==> src/rtl/spi_pkg.sv <==
// Shared types and constants for the SPI slave bridge.
package spi_pkg;

    // Frame-level state of the slave.
    typedef enum logic [2:0] {
        ST_IDLE,
        ST_CHK_CMD,
        ST_WRITE,
        ST_READ_ADD,
        ST_READ_DATA,
        ST_WAIT_TX,
        ST_SEND,
        ST_DONE
    } state_t;

    // Two most significant command bits of every frame.
    localparam logic [1:0] CMD_WR_ADDR = 2'b00;
    localparam logic [1:0] CMD_WR_DATA = 2'b01;
    localparam logic [1:0] CMD_RD_ADDR = 2'b10;
    localparam logic [1:0] CMD_RD_DATA = 2'b11;

    // Full serial frame width: command prefix followed by payload.
    function automatic int frame_w(input int cmd_w, input int data_w);
        return cmd_w + data_w;
    endfunction

endpackage

==> src/rtl/spi_slave_gen_if.sv <==
// SPI pins plus the parallel RAM-side handshake, bundled for the slave.
interface spi_slave_gen_if
    import spi_pkg::*;
#(
    parameter int DATA_W = 8,
    parameter int CMD_W  = 2
);
    localparam int FRAME_W = frame_w(CMD_W, DATA_W);

    logic               SS_n;
    logic               MOSI;
    logic               MISO;
    logic [FRAME_W-1:0] rx_data;
    logic               rx_valid;
    logic [DATA_W-1:0]  tx_data;
    logic               tx_valid;

    modport slave (
        input  SS_n, MOSI, tx_data, tx_valid,
        output MISO, rx_data, rx_valid
    );

    modport master (
        output SS_n, MOSI, tx_data, tx_valid,
        input  MISO, rx_data, rx_valid
    );
endinterface

==> src/rtl/spi_tx_shifter.sv <==
// Read-data serialiser: loads a RAM word and presents it MSB first on MISO.
module spi_tx_shifter #(
    parameter int DATA_W = 8
) (
    input  logic              clk,
    input  logic              rst_n,
    input  logic              load,
    input  logic              shift_en,
    input  logic              clear,
    input  logic [DATA_W-1:0] data,
    output logic              miso
);
    // Bits still waiting to go out; the current bit already sits in miso.
    logic [DATA_W-2:0] rest;

    // Clear wins over load, load wins over shift.
    always_ff @(posedge clk or negedge rst_n) begin
        // NOTE: non-blocking assignments let every flop sample the old value of
        // its neighbours, which is what makes this a shift register.
        if (!rst_n) begin
            rest <= '0;
            miso <= 1'b0;
        end else if (clear) begin
            rest <= '0;
            miso <= 1'b0;
        end else if (load) begin
            rest <= data[DATA_W-2:0];
            miso <= data[DATA_W-1];
        end else if (shift_en) begin
            miso <= rest[DATA_W-2];
            rest <= {rest[DATA_W-3:0], 1'b0};
        end
    end
endmodule

==> src/rtl/spi_slave_gen.sv <==
// SPI slave: deserialises command frames for the RAM controller and
// serialises read data back on MISO after the tx_valid handshake.
module spi_slave_gen
    import spi_pkg::*;
#(
    parameter int DATA_W = 8,
    parameter int CMD_W  = 2
) (
    input logic            clk,
    input logic            rst_n,
    spi_slave_gen_if.slave bus
);
    localparam int FRAME_W = frame_w(CMD_W, DATA_W);
    localparam int CNT_W   = $clog2(FRAME_W);
    localparam logic [CNT_W-1:0] RX_LAST = CNT_W'(FRAME_W - 1);
    localparam logic [CNT_W-1:0] TX_LAST = CNT_W'(DATA_W);

    state_t             state;
    state_t             state_next;
    logic [FRAME_W-2:0] rx_shreg;
    logic [CNT_W-1:0]   cnt;
    logic               rd_addr_seen;
    logic [FRAME_W-1:0] rx_data_q;
    logic               rx_valid_q;
    logic               miso;

    // Control strobes produced by the output decoder.
    logic rx_sample;
    logic frame_done;
    logic seen_set;
    logic seen_clr;
    logic cnt_clr;
    logic cnt_one;
    logic cnt_inc;
    logic tx_load;
    logic tx_shift;
    logic tx_clear;

    logic rx_last;
    logic tx_last;

    assign rx_last = (cnt == RX_LAST);
    assign tx_last = (cnt == TX_LAST);

    // State register.
    always_ff @(posedge clk or negedge rst_n) begin
        if (!rst_n) state <= ST_IDLE;
        else        state <= state_next;
    end

    // Next-state decode; a completing frame finishes even if SS_n rises with it.
    always_comb begin
        state_next = state;
        unique case (state)
            ST_IDLE: begin
                if (!bus.SS_n) state_next = ST_CHK_CMD;
            end
            ST_CHK_CMD: begin
                if (bus.SS_n)                        state_next = ST_IDLE;
                else if (bus.MOSI != CMD_RD_ADDR[1]) state_next = ST_WRITE;
                else if (rd_addr_seen)               state_next = ST_READ_DATA;
                else                                 state_next = ST_READ_ADD;
            end
            ST_WRITE, ST_READ_ADD, ST_READ_DATA: begin
                if (rx_last) begin
                    if (bus.SS_n)                  state_next = ST_IDLE;
                    else if (state == ST_READ_DATA) state_next = ST_WAIT_TX;
                    else                           state_next = ST_DONE;
                end else if (bus.SS_n) begin
                    state_next = ST_IDLE;
                end
            end
            ST_WAIT_TX: begin
                if (bus.SS_n)          state_next = ST_IDLE;
                else if (bus.tx_valid) state_next = ST_SEND;
            end
            ST_SEND: begin
                if (bus.SS_n)    state_next = ST_IDLE;
                else if (tx_last) state_next = ST_DONE;
            end
            ST_DONE: begin
                if (bus.SS_n) state_next = ST_IDLE;
            end
            default: state_next = ST_IDLE;
        endcase
    end

    // Output decode: datapath strobes for the current state and inputs.
    always_comb begin
        // NOTE: every output gets a default before the case so no path leaves
        // one unassigned, which would otherwise infer a latch.
        rx_sample  = 1'b0;
        frame_done = 1'b0;
        seen_set   = 1'b0;
        seen_clr   = 1'b0;
        cnt_clr    = 1'b0;
        cnt_one    = 1'b0;
        cnt_inc    = 1'b0;
        tx_load    = 1'b0;
        tx_shift   = 1'b0;
        tx_clear   = 1'b0;
        unique case (state)
            ST_IDLE: begin
                cnt_clr  = 1'b1;
                tx_clear = 1'b1;
            end
            ST_CHK_CMD: begin
                if (bus.SS_n) begin
                    cnt_clr = 1'b1;
                end else begin
                    rx_sample = 1'b1;
                    cnt_one   = 1'b1;
                end
            end
            ST_WRITE, ST_READ_ADD, ST_READ_DATA: begin
                if (rx_last) begin
                    frame_done = 1'b1;
                    cnt_clr    = 1'b1;
                    seen_set   = (state == ST_READ_ADD);
                    seen_clr   = (state == ST_READ_DATA);
                end else if (bus.SS_n) begin
                    cnt_clr = 1'b1;
                end else begin
                    rx_sample = 1'b1;
                    cnt_inc   = 1'b1;
                end
            end
            ST_WAIT_TX: begin
                if (bus.SS_n) begin
                    cnt_clr  = 1'b1;
                    tx_clear = 1'b1;
                end else if (bus.tx_valid) begin
                    tx_load = 1'b1;
                    cnt_one = 1'b1;
                end
            end
            ST_SEND: begin
                if (bus.SS_n || tx_last) begin
                    cnt_clr  = 1'b1;
                    tx_clear = 1'b1;
                end else begin
                    tx_shift = 1'b1;
                    cnt_inc  = 1'b1;
                end
            end
            ST_DONE: begin
                cnt_clr  = 1'b1;
                tx_clear = 1'b1;
            end
            default: begin
                cnt_clr  = 1'b1;
                tx_clear = 1'b1;
            end
        endcase
    end

    // Receive datapath: shift register, bit counter, frame output, read flag.
    always_ff @(posedge clk or negedge rst_n) begin
        if (!rst_n) begin
            rx_shreg     <= '0;
            cnt          <= '0;
            rx_data_q    <= '0;
            rx_valid_q   <= 1'b0;
            rd_addr_seen <= 1'b0;
        end else begin
            rx_valid_q <= frame_done;
            if (rx_sample) rx_shreg <= {rx_shreg[FRAME_W-3:0], bus.MOSI};
            if (frame_done) rx_data_q <= {rx_shreg, bus.MOSI};

            if (cnt_clr)      cnt <= '0;
            else if (cnt_one) cnt <= CNT_W'(1);
            else if (cnt_inc) cnt <= cnt + CNT_W'(1);

            if (seen_set)      rd_addr_seen <= 1'b1;
            else if (seen_clr) rd_addr_seen <= 1'b0;
        end
    end

    spi_tx_shifter #(.DATA_W(DATA_W)) u_tx_shifter (
        .clk      (clk),
        .rst_n    (rst_n),
        .load     (tx_load),
        .shift_en (tx_shift),
        .clear    (tx_clear),
        .data     (bus.tx_data),
        .miso     (miso)
    );

    assign bus.MISO     = miso;
    assign bus.rx_data  = rx_data_q;
    assign bus.rx_valid = rx_valid_q;
endmodule

==> src/flat_wrapper.sv <==
// flat-port wrapper written by rule: the top's interface ports become plain ports
module spi_slave_gen_flat import spi_pkg::*;
#(
    parameter int DATA_W = 8,
    parameter int CMD_W  = 2
)
  (clk, rst_n, bus_SS_n, bus_MOSI, bus_tx_data, bus_tx_valid, bus_MISO, bus_rx_data, bus_rx_valid);
  spi_slave_gen_if #(.DATA_W(DATA_W), .CMD_W(CMD_W)) bus_i ();
  input logic clk;
  input logic rst_n;
  input wire logic [$bits(bus_i.SS_n)-1:0] bus_SS_n;
  input wire logic [$bits(bus_i.MOSI)-1:0] bus_MOSI;
  input wire logic [$bits(bus_i.tx_data)-1:0] bus_tx_data;
  input wire logic [$bits(bus_i.tx_valid)-1:0] bus_tx_valid;
  output wire logic [$bits(bus_i.MISO)-1:0] bus_MISO;
  output wire logic [$bits(bus_i.rx_data)-1:0] bus_rx_data;
  output wire logic [$bits(bus_i.rx_valid)-1:0] bus_rx_valid;
  assign bus_i.SS_n = bus_SS_n;
  assign bus_i.MOSI = bus_MOSI;
  assign bus_i.tx_data = bus_tx_data;
  assign bus_i.tx_valid = bus_tx_valid;
  assign bus_MISO = bus_i.MISO;
  assign bus_rx_data = bus_i.rx_data;
  assign bus_rx_valid = bus_i.rx_valid;
  spi_slave_gen #(.DATA_W(DATA_W), .CMD_W(CMD_W)) u_core (.clk(clk), .rst_n(rst_n), .bus(bus_i));
endmodule
==> config.mk <==
export PLATFORM = sky130hd
export DESIGN_NAME = spi_slave_gen_flat
export DESIGN_NICKNAME = d
export VERILOG_FILES = /design/src/rtl/spi_pkg.sv /design/src/rtl/spi_slave_gen_if.sv /design/src/rtl/spi_tx_shifter.sv /design/src/rtl/spi_slave_gen.sv /design/src/flat_wrapper.sv
export SDC_FILE = /design/constraint.sdc
export NUM_CORES = 1
export LEC_CHECK = 0
export ABC_AREA = 1
export CAP_MARGIN = 25
export CORE_ASPECT_RATIO = 1.25
export CORE_MARGIN = 5
export CORE_UTILIZATION = 54
export DETAILED_ROUTE_END_ITERATION = 8
export GPL_TIMING_DRIVEN = 0
export PLACE_DENSITY = 0.9
export SLEW_MARGIN = 20
export SYNTH_ARGS = -nofsm -noshare
export SYNTH_HDL_FRONTEND = slang
export SYNTH_HIERARCHICAL = 1
export SYNTH_SLANG_ARGS = --single-unit
==> constraint.sdc <==
create_clock -name clk -period 1.7 [get_ports clk]
set_input_delay 0.255 -clock clk [delete_from_list [all_inputs] [get_ports clk]]
set_output_delay 0.255 -clock clk [all_outputs]
set_load 0.05 [all_outputs]
Word-level counts from Yosys, hierarchy flattened
Cells that the tools add are included.
{"block": "word_totals", "regBits": 36, "latch_bits": 0, "mem_bits_rw": 0, "mem_bits_ro": 0, "input_bits": 13, "output_inout_bits": 12, "wordCells": 75, "memories": 0}
{"block": "classes", "addsub": 1, "n_mul": 0, "n_div": 0, "magnitude_cmp": 0, "eq_ne": 12, "shifts": 0, "n_mux": 45, "bitwise": 0, "reduce_logical": 9}
{"op": "$mux W3", "count": 11}
{"op": "$mux W1", "count": 21}
{"op": "$mux W7", "count": 3}
{"op": "$pmux W3 S6", "count": 1}
{"op": "$eq A3 B3 Y1 const B", "count": 4}
{"op": "$mux W4", "count": 3}
{"op": "$eq A4 B4 Y1 const B", "count": 2}
{"op": "$eq A3 B2 Y1 const B", "count": 2}
{"op": "$pmux W1 S2", "count": 3}
{"op": "$reduce_bool A3 Y1", "count": 2}
{"op": "$add A4 B1 Y4 const B", "count": 1}
{"op": "$pmux W1 S4", "count": 1}
{"op": "$reduce_or A2 Y1", "count": 2}
{"op": "$eq A3 B1 Y1 const B", "count": 1}
{"op": "$logic_not A3 Y1", "count": 1}
{"op": "$ne A3 B2 Y1 const B", "count": 1}
{"op": "$ne A3 B3 Y1 const B", "count": 1}
{"op": "$pmux W1 S3", "count": 1}
{"op": "$reduce_and A3 Y1", "count": 1}
{"op": "$reduce_or A3 Y1", "count": 1}
{"op": "$mux W2", "count": 1}
{"op": "$ne A2 B2 Y1 const B", "count": 1}
{"op": "$reduce_bool A2 Y1", "count": 1}
{"op": "$logic_or A1 B1 Y1", "count": 1}

Depth between registers and ports, before layout
{"block": "depth", "depth_word": 7, "mapped_depth": 11, "depth_no_buf": 10}

Modules after synthesis
The synthesis kept the hierarchy.
{"module": "spi_slave_gen", "n_inst": 1, "cells_per_inst": 170, "area_each_um2": 1391.3, "seq_area_each_um2": 700.7}
{"module": "spi_tx_shifter", "n_inst": 1, "cells_per_inst": 58, "area_each_um2": 430.4, "seq_area_each_um2": 200.2}

Least setup slack after synthesis
Ideal clock, no wire load.
{"block": "synth_path", "path_kind": "flip-flop to flip-flop", "from": "register u_core.cnt[0]", "to": "register u_core.u_tx_shifter.miso", "setup_time_ns": 0.066, "arrival_time_ns": 1.303, "required_ns": 1.634, "setup_slack_ns": 0.331, "stages_incl_launch_ff": 10, "path_buffers": 0, "synth_period_minus_slack_ns": 1.369, "path_cell_list": "dfrtp_1 inv_1 ha_1 nand3_1 nand3_1 inv_1 nor2_8 nor2_4 nand2_1 nand2_1"}
{"block": "synth_between", "elab_chain_len": 5, "word_cells_on_any_way": 8, "classes_between": "eq/ne: 1; mux: 5; reduce/logical: 2"}
{"element": "start: declaration", "line": "spi_slave_gen.sv:21", "source": "logic [CNT_W-1:0] cnt;"}
{"element": "start signal: assignment", "line": "spi_slave_gen.sv:172", "source": "else if (cnt_inc) cnt <= cnt + CNT_W'(1);"}
{"element": "$eq A4 B4 Y1", "line": "spi_slave_gen.sv:43", "source": "assign tx_last = (cnt == TX_LAST);"}
{"element": "$logic_or A1 B1 Y1", "line": "spi_slave_gen.sv:138", "source": "if (bus.SS_n || tx_last) begin"}
{"element": "$mux W1", "line": "spi_slave_gen.sv:138"}
{"element": "$mux W1", "line": "spi_slave_gen.sv:102", "source": "unique case (state)"}
{"element": "via u_core.tx_shift", "line": "spi_slave_gen.sv:36", "source": "logic tx_shift;"}
{"element": "$reduce_bool A3 Y1 (no line)"}
{"element": "end signal: assignment", "line": "spi_tx_shifter.sv:28", "source": "miso <= data[DATA_W-1];"}
{"element": "end signal: assignment", "line": "spi_tx_shifter.sv:30", "source": "miso <= rest[DATA_W-2];"}
{"element": "end: declaration", "line": "spi_tx_shifter.sv:11", "source": "output logic miso"}
The timed path passes the listed nets, and every way through them passes these cells.
A chain may end at the register's enable or synchronous reset.

Final worst setup path
{"block": "layout_path", "from": "register u_core.rx_valid_q (netlist: u_core/bus.rx_valid)", "to": "output bus_rx_valid"}
{"element": "start: declaration", "line": "spi_slave_gen.sv:24", "source": "logic rx_valid_q;"}
{"element": "start signal: assignment", "line": "spi_slave_gen.sv:166", "source": "rx_valid_q <= frame_done;"}
{"element": "end: declaration", "line": "flat_wrapper.sv:17", "source": "output wire logic [$bits(bus_i.rx_valid)-1:0] bus_rx_valid;"}
No word-level cell between the ends.

==> metrics.yaml <==
run_status:
  outcome: "finished, final reports clean"
setup_path:
  r2r_end: "u_core/u_tx_shifter/miso"
  worstSetupStartpointType: "flop"
  worstPathCellList: "clkdlybuf4s50_1"
  cp.required_ns: 1.44
  crit_fanout: 1
  reg2regPathDepth: 9
  worstReg2RegStart: "u_core/cnt[1]"
  end_kind: "output port"
  crit_start: "u_core/bus.rx_valid"
  reg2reg_setup_slack_ns: 0.16
  critical_path.max_stage_delay_ns: 0.79
  worst_ep_arrival_time_ns: 1.40
  critPathSlowestCell: "clkdlybuf4s50_1"
  crit_buf_inv: 1
  cp_top_family: "buffers and inverters"
  crit_type: "reg -> out"
layout:
  antenna_cells: 0
  syn_to_final_growth_pct: 24.11
  final_cell_mix: "81 x nand2_1, 35 x dfrtp_1, 21 x nand3_1"
  drive_gt1_share_pct: 14.83
  final_nets: 278
  finalNonFillerCells: 300
  mostFrequentLayoutCell: "nand2_1"
  fill_cells: 242
global_routing:
  antenna_found_initial: 0
  grt_pass1_wl_um: 6230
  grt_pass1_vias: 1503
  gr-usage-all-layers_pct: 17.99
  grt_max_degree: 24
  overflow: 0
routing:
  drc: 0
  avgRoutedWirePerCell_um: 11.92
  wirelength_um: 3576
  detail_route.iter0.violations: 80
  drt_pass1_iterations: 4
  viasPerCell: 5.153
  final_antenna_net_count: 0
  vias: 1546
pwr:
  power_density_nw_per_um2: 1127
  power_frac_seq_pct: 42.1
  switchingPower_uw: 868.5
  peakVddDrop_uv: 1019
  clockPowerShare_pct: 29.3
  power_leakage_uw: 0.001209
  sw_frac_of_total_pct: 34.09
  internal-power_uw: 1679
  combPwrFrac_pct: 28.6
die:
  die_y_um: 74.94
  die_w_um: 61.95
  die_area_um2: 4643
  start_util_pct: 56.52
  rows: 23
  core-area_um2: 3223
  pin_count: 25
sta:
  timing.final.crit_period_ns: 1.654
  setup_viol: 0
  setup_ws_ns: 0.04645
  period_share_pct: 97.27
  worst_hold_slack_ns: 0.4114
  slew_viol_final: 0
  hold_viol: 0
  rsz0062_at_grt: "no"
  tns_ns: 0
  slew_headroom_pct: 66.50
  finClkSkew_ns: 0.006383
  clock.fmax_mhz: 604.8
  worst_slew_pin_slew_ns: 0.5017
yosys:
  netlist_top_cells_area: "dfrtp_1 49%, nand2_1 17%, nand3_1 5.8%"
  syn_area_per_cell_um2: 7.990
  yosys_warnings: 6
  syn_area_um2: 1822
  synthCells: 228
  synth_top_area_share_pct: 49.45
  ys_ff_latch: 36
  syn_nets: 244
  yosysTopAreaCell: "dfrtp_1"
  yosysSeqAreaShare_pct: 49.45
  ys_types: 25
min_path:
  min_path_type: "in -> async"
clock_network:
  cts.sinks: 36
  cts_tree: "done"
  clk_latency_ns: 0.29
  cts_max_level: 2
  clk_pin_slew_worst_paths_ns: 0.08
  cts_buffer_depth: 2
  cts-buffers-inserted: 5
  cts_root_buf: "clkbuf_8"
place:
  dp.cells: 290
  io_buffers: 24
  finalWeightedCongestion: 0.8314
  dpl.hpwl_um: 2675
  post-place-ws_ns: -0.2472
flow_run:
  cap_violations: 0
-- synthesized netlist by cell type, drive strengths merged --
master	number
nand2	88
dfrtp	36
inv	28
o21ai	24
nand3	21
nor2	16
buf	5
ha	3
a21oi	2
o221ai	1
o22ai	1
o31ai	1
xnor2	1
xor2	1
-- through the flow --
stage               power, uW  cell area, um2  util (%)
floorplan                1618            1822         -
finish                   2548            2261     70.15
global placement         1774            2108     65.41
CTS                      2555            2240     69.49
global route             2713            2261     70.15
detailed placement       1804            2131     66.11
-- layer usage --
layer  vias up  global-route usage (%)  share of wire [%]
li1        786                       -                  -
met2        36                   31.91                 51
met4         0                   5.660               0.42
met5         -                       0                  0
met1       722                   20.22                 43
met3         2                   5.317                5.8
-- state kept, by name, indices dropped and copies added, names as in the netlist --
name	flops
u_core/u_tx_shifter/miso	1
u_core/rd_addr_seen	1
u_core/cnt	4
u_core/u_tx_shifter/rest	7
u_core/rx_shreg	9
u_core/bus.rx_data	10
u_core/state	3
u_core/bus.rx_valid	1
-- layout make-up --
class	instances	area, um2	share of cell area, %
buffer	5	48.80	2.158
clock buffer	5	68.82	3.044
clock inverter	3	42.54	1.882
inverter	28	105.1	4.649
multi-input combinational	159	774.5	34.26
sequential	36	902.1	39.90
tap	37	46.29	2.048
timing repair buffer	27	272.8	12.06
-- worst register-to-register path, stage by stage (launching register included) --
cell and delay (ns):
dfrtp_1 0.40, inv_1 0.10, ha_1 0.15, nand3_1 0.10, nand3_1 0.22, inv_2 0.10, nor2_8 0.17, nor2_4 0.07
nand2_1 0.07, nand2_1 0.06
-- logic make-up (layout without fill, tap and decap cells) --
logic type	count (synthesis)	in the layout	synth area share (%)
XOR/XNOR	2	2	0.9617
buffers and inverters	33	68	8.310
AO/OA/AOI/OAI	29	29	9.204
flip-flops	36	36	49.45
AND/OR/NAND/NOR	125	125	30.01
adder cells (fa/ha/maj)	3	3	2.061
-- repair_timing --
item / CTS / global route
endpoints found under the hold margin: 13 / 0
cloned: 0 / 0
buffers inserted: 0 / 1
resized for setup: 10 / 7
endpoints found under the setup margin: 10 / 8
hold buffers: 1 / 0
-- worst max-delay path by stage --
| stage | slack, ns | end | depth (start not counted) |
|---|---|---|---|
| 2_1_floorplan | 0.33 | u_core/u_tx_shifter/miso | 9 |
| 3_3_place_gp | -0.40 | u_core/u_tx_shifter/rest[4] | 1 |
| 3_5_place_dp | -0.25 | u_core/u_tx_shifter/miso | 11 |
| 4_1_cts | 0.005 | bus_rx_data[2] | 1 |
| 5_1_grt | 0.005 | u_core/u_tx_shifter/rest[3] | 9 |
| 6_report | 0.05 | bus_rx_valid | 1 |
-- power groups by stage --
stage | Combinational, uW | Sequential (uW) | Clock [uW]
after global placement | 698 | 1080 | 0
after CTS | 724 | 1070 | 763
after detailed placement | 720 | 1080 | 0
final | 728 | 1070 | 747
after global routing | 828 | 1090 | 797
after floorplan | 554 | 1060 | 0
Note: power is estimated with default switching activity, not from simulation.
